### src/rtl/dist_ram_mp.sv
// Multi-read-port distributed RAM: one byte-enabled write port, NUM_READ_PORTS read ports,
// optional registered reads, and a sequential clear engine that zeroes the array.
//   state | meaning
//   IDLE  | user reads/writes serviced
//   CLEAR | one word zeroed per cycle at cnt, reads forced to 0, user writes dropped
module dist_ram_mp #(
  parameter int DATA_WIDTH     = 8,
  parameter int DATA_DEPTH     = 32,
  parameter int ADDRESS_WIDTH  = 5,
  parameter int NUM_READ_PORTS = 2,
  parameter int BYTE_WIDTH     = 8,
  parameter int READ_LATENCY   = 0,
  parameter int WRITE_FIRST    = 1
) (
  input  logic                                    clk,
  input  logic                                    rst_n,
  input  logic [ADDRESS_WIDTH-1:0]                in_addr,
  input  logic [DATA_WIDTH-1:0]                   data_in,
  input  logic                                    write_en,
  input  logic [DATA_WIDTH/BYTE_WIDTH-1:0]        byte_en,
  input  logic [NUM_READ_PORTS*ADDRESS_WIDTH-1:0] out_addr,
  output logic [NUM_READ_PORTS*DATA_WIDTH-1:0]    data_out,
  input  logic                                    clear_req,
  output logic                                    busy
);

  localparam int NB = DATA_WIDTH / BYTE_WIDTH;
  localparam int IW = (DATA_DEPTH > 1) ? $clog2(DATA_DEPTH) : 1;
  localparam logic [ADDRESS_WIDTH:0] DEPTH_W = (ADDRESS_WIDTH + 1)'(DATA_DEPTH);
  localparam logic [IW-1:0] LAST_IDX = IW'(DATA_DEPTH - 1);

  typedef enum logic {IDLE = 1'b0, CLEAR = 1'b1} state_t;

  state_t          state_q, state_d;
  logic [IW-1:0]   cnt_q, cnt_d;
  logic [DATA_WIDTH-1:0] mem [DATA_DEPTH];

  logic                  wr_ok;
  logic [IW-1:0]         wr_idx;
  logic [DATA_WIDTH-1:0] wr_word;

  always_ff @(posedge clk or negedge rst_n) begin
    if (!rst_n) begin
      state_q <= CLEAR;
      cnt_q   <= '0;
    end else begin
      state_q <= state_d;
      cnt_q   <= cnt_d;
    end
  end

  always_comb begin
    state_d = state_q;
    cnt_d   = cnt_q;
    case (state_q)
      IDLE: begin
        if (clear_req) begin
          state_d = CLEAR;
          cnt_d   = '0;
        end
      end
      CLEAR: begin
        if (cnt_q == LAST_IDX) begin
          state_d = IDLE;
          cnt_d   = '0;
        end else begin
          cnt_d = cnt_q + 1'b1;
        end
      end
    endcase
  end

  always_comb begin
    busy = (state_q == CLEAR);
  end

  // Merged word is shared by the array write and the write-first read bypass.
  always_comb begin
    wr_ok   = write_en && (state_q == IDLE) && ({1'b0, in_addr} < DEPTH_W);
    wr_idx  = in_addr[IW-1:0];
    wr_word = mem[wr_idx];
    for (int i = 0; i < NB; i++) begin
      if (byte_en[i]) wr_word[i*BYTE_WIDTH +: BYTE_WIDTH] = data_in[i*BYTE_WIDTH +: BYTE_WIDTH];
    end
  end

  always_ff @(posedge clk) begin
    if (state_q == CLEAR) mem[cnt_q] <= '0;
    else if (wr_ok)       mem[wr_idx] <= wr_word;
  end

  for (genvar p = 0; p < NUM_READ_PORTS; p++) begin : g_rd
    logic [ADDRESS_WIDTH-1:0] ra;
    logic                     rd_ok;
    logic [DATA_WIDTH-1:0]    rd_word;

    assign ra      = out_addr[p*ADDRESS_WIDTH +: ADDRESS_WIDTH];
    assign rd_ok   = (state_q == IDLE) && ({1'b0, ra} < DEPTH_W);
    assign rd_word = mem[ra[IW-1:0]];

    if (READ_LATENCY == 0) begin : g_comb
      assign data_out[p*DATA_WIDTH +: DATA_WIDTH] = rd_ok ? rd_word : '0;
    end else begin : g_reg
      logic [DATA_WIDTH-1:0] rd_q;
      always_ff @(posedge clk or negedge rst_n) begin
        if (!rst_n)                                         rd_q <= '0;
        else if (!rd_ok)                                    rd_q <= '0;
        else if ((WRITE_FIRST != 0) && wr_ok && ra == in_addr) rd_q <= wr_word;
        else                                                rd_q <= rd_word;
      end
      assign data_out[p*DATA_WIDTH +: DATA_WIDTH] = rd_q;
    end
  end

endmodule

### config.mk
export PLATFORM = sky130hd
export DESIGN_NAME = dist_ram_mp
export DESIGN_NICKNAME = d
export VERILOG_FILES = /design/src/rtl/dist_ram_mp.sv
export SDC_FILE = /design/constraint.sdc
export NUM_CORES = 1
export LEC_CHECK = 0
export ABC_AREA = 1
export CAP_MARGIN = 20
export CORE_ASPECT_RATIO = 1.25
export CORE_MARGIN = 2
export CORE_UTILIZATION = 59
export DETAILED_ROUTE_END_ITERATION = 10
export PLACE_DENSITY = 0.73
export SLEW_MARGIN = 5
export SYNTH_ARGS = -nofsm -noshare
export SYNTH_HDL_FRONTEND = slang
export SYNTH_SLANG_ARGS = --single-unit
### constraint.sdc
create_clock -name clk -period 2.75 [get_ports clk]
set_input_delay 0.4125 -clock clk [delete_from_list [all_inputs] [get_ports clk]]
set_output_delay 0.4125 -clock clk [all_outputs]
set_load 0.03 [all_outputs]
==> run metrics <==
final setup fails=0; met1 Use GR=0.453; Tot GR Track Use=0.340; Peak Freq=around 380 MHz; register area share after synthesis=0.571; number of global-route vias before repair=11.5k; Worst Tran Pin Value=882 ps; Pwr Density=694 nW/um^2; most common cell after layout, fill and taps aside=nand2_1; busiest layer in global routing=met2; compound-cell area share of the yosys netlist=0.0244; pin count of the biggest net entering global routing=81; leak pwr=6.24 nW; vias per inst=6.10; outcome=completed; drt drc=0; gr ovfl total=0; first-pass GRT wire length=63.9 mm; placed inst area=14600 sq um; critical path's top delay family=buffers and inverters; DP HPWL=25.7 mm; met2 global-route usage=0.555; CP cell instances=clkdlybuf4s50_1 -> clkinv_1 -> buf_12 -> nand3_1 -> nand2_1 -> nand2_1 -> nand3_1 -> nand2_1 -> nor2_1 -> buf_4; GR Util met3=0.0540; drt pass-1 iters=5; Post-CTS Setup Bufs=0; Critical Path RT=around 2300 ps; final core occ=0.671; Max stage delay cell, worst path=clkdlybuf4s50_1; via count=11.8k; site row count=62; die area=around 25000 sq um; Final Hold Viols=0; Worst Skew=10.4 ps; Slew headroom=0.410; CP dominant cell by count=nand2_1; Initial Util=0.600; core area=22900 sq um; Critical R2R Launch=busy; DR WL/cell=21.4 microns; crit end category=output port; chip height=175 microns; initial drt markers=1593; CTS tree=built; Tcrit/Tclk final=0.950; Routed Antenna Nets=0; CTS sink cnt=between 200 and 300; # diodes=0; XOR/XNOR share of the synthesized area=0.00128; Netlist cell types=27; R2R cell count=8; CTS HTree Levels=1; Synth warnings=0; crit path DAT=2200 ps; Setup crit start kind=input port; Setup TNS Final=0 ps; cts hold-fix bufs=0; unrepaired setup endpoints after global routing=false; later-pin clock latency in the skew report=around 540 ps; CP Max Fanout=34; CTS clk-pin slew, worst paths=60 ps; Final min period=~2600 ps; simple-gate area share of the yosys netlist=0.341; final WL=41.4 mm; PortBufs=between 40 and 50; nets@finish=1661; Min-Delay Path Class=in -> async; Worst Path Buf+Inv=4; post-CTS resize count=0; Synthesized Nets=between 1.5k and 2k; Syn Inst Count=1592; clk buf depth=3; post-route cell area=15400 sq um; proportion of layout cells with a drive suffix above 1=0.0885; fill cell count=1828; main combinational cell family by area after synthesis=simple AND/OR/NAND/NOR gates; # Max-Cap Violations=0; Die Wd=140 microns; TritonCTS buffer count=26; fin. max-slew vios=0; proportion of synthesized area in mux cells=0; GPL Wtd Cong=approximately 0.97; reg-to-reg critical path endpoint=mem[0][1]; initial antenna violation count=0; I/O pins=45; post-synthesis adder-cell area fraction=0.00182; Yosys reg bits=around 260; Clk Tree Root Cell=clkbuf_16; Avg Inst Size Synth=8.62 sq um; synthesized cell area=13700 sq um; area added between synthesis and finish=11.9%; Setup Crit Path Kind=in -> out; FF-to-FF setup slack=290 ps; CP peak stage delay=460 ps; Peak VDD IR=0.625 mV; most frequent cells in the layout=nand2_1 (641), nand3_1 (349), edfxtp_1 (256)
==> metrics by stage <==
stage	power, mW	worst slack (ps)	hold slack, ps	std cells
3_5_place_dp	7.36	-52.5	548	1891
3_3_place_gp	7.31	55.5	539	1891
5_1_grt	11.1	88.7	154	1937
2_1_floorplan	6.39	644	117	1592
4_1_cts	10.6	215	144	1937
6_report	10.7	137	144	1937
==> how the worst max path moves through the flow <==
stage           startpoint  slack (ps)  depth (start not counted)           end
2_1_floorplan         busy         640                          9     mem[4][0]
3_3_place_gp       byte_en          60                          7     mem[2][2]
3_5_place_dp      write_en         -50                          7     mem[2][5]
4_1_cts        out_addr[2]         210                         10   data_out[3]
5_1_grt        out_addr[7]          90                         10  data_out[12]
6_report       out_addr[7]         140                         10  data_out[12]
==> metal layers <==
metal / vias up / share of wire
li1: 5426 / -
met1: 5494 / 0.38
met2: 752 / 0.47
met3: 140 / 0.10
met4: 0 / 0.050
met5: - / 0
==> final cells by class <==
class / count / area [sq um] / area share
multi-input combinational: 1188 / 5070 / 0.330
clock inverter: 9 / 42.5 / 0.00277
timing repair buffer: 116 / 1160 / 0.0758
clock buffer: 37 / 733 / 0.0478
sequential: 262 / 7840 / 0.511
tap: 288 / 360 / 0.0235
inverter: 37 / 144 / 0.00937
==> report_power, final <==
group	total, mW	switching, mW	internal [mW]
Sequential	5.05	0.202	4.85
Combinational	2.29	1.53	0.759
Clock	3.32	1.47	1.84
==> cells in the mapped netlist <==
cell      instances  area (sq um)
o22ai_1           1          6.26
inv_4             2          12.5
buf_2            37           185
dfrtp_1           5           125
xnor2_1           1          8.76
edfxtp_1        256          7690
buf_1             3          11.3
nand2_1         641          2410
inv_1            28           105
dfstp_2           1          26.3
nor2_1          122           458
nand3_2           4          40.0
nand3_4           1          17.5
clkinv_1          4          15.0
o21ai_2           1          8.76
inv_2             3          11.3
nand3_1         349          1750
clkbuf_1         26          97.6
o21ai_1          29           145
a21oi_1          20           100
xor2_1            1          8.76
buf_8             2          30.0
or2_2             1          6.26
buf_6            23           259
o21ai_0          15          75.1
buf_4            14           105
ha_1              2          25.0
==> registers in the layout (all words and copies together) (netlist names) <==
signal and cells:
busy 1, mem 256, cnt_q 5
==> cells by family (layout without fill, tap and decap cells) <==
logic type / Yosys count / after routing
DFF: 262 / 262
adders and majority gates: 2 / 2
and+or+nand+nor: 1118 / 1118
AOI/OAI and AO/OA: 66 / 66
buffers and inverters: 142 / 199
xor gates and xnor gates: 2 / 2
==> worst register-to-register path: stages (launching register included) <==
cell and delay [ps]:
dfstp_2 580, inv_2 70, nand3_4 120, nand2_1 90, o21ai_2 70, inv_1 70, nor2_1 140, nand2_1 210
nor2_1 730
Power figures use the tool's default switching activity.
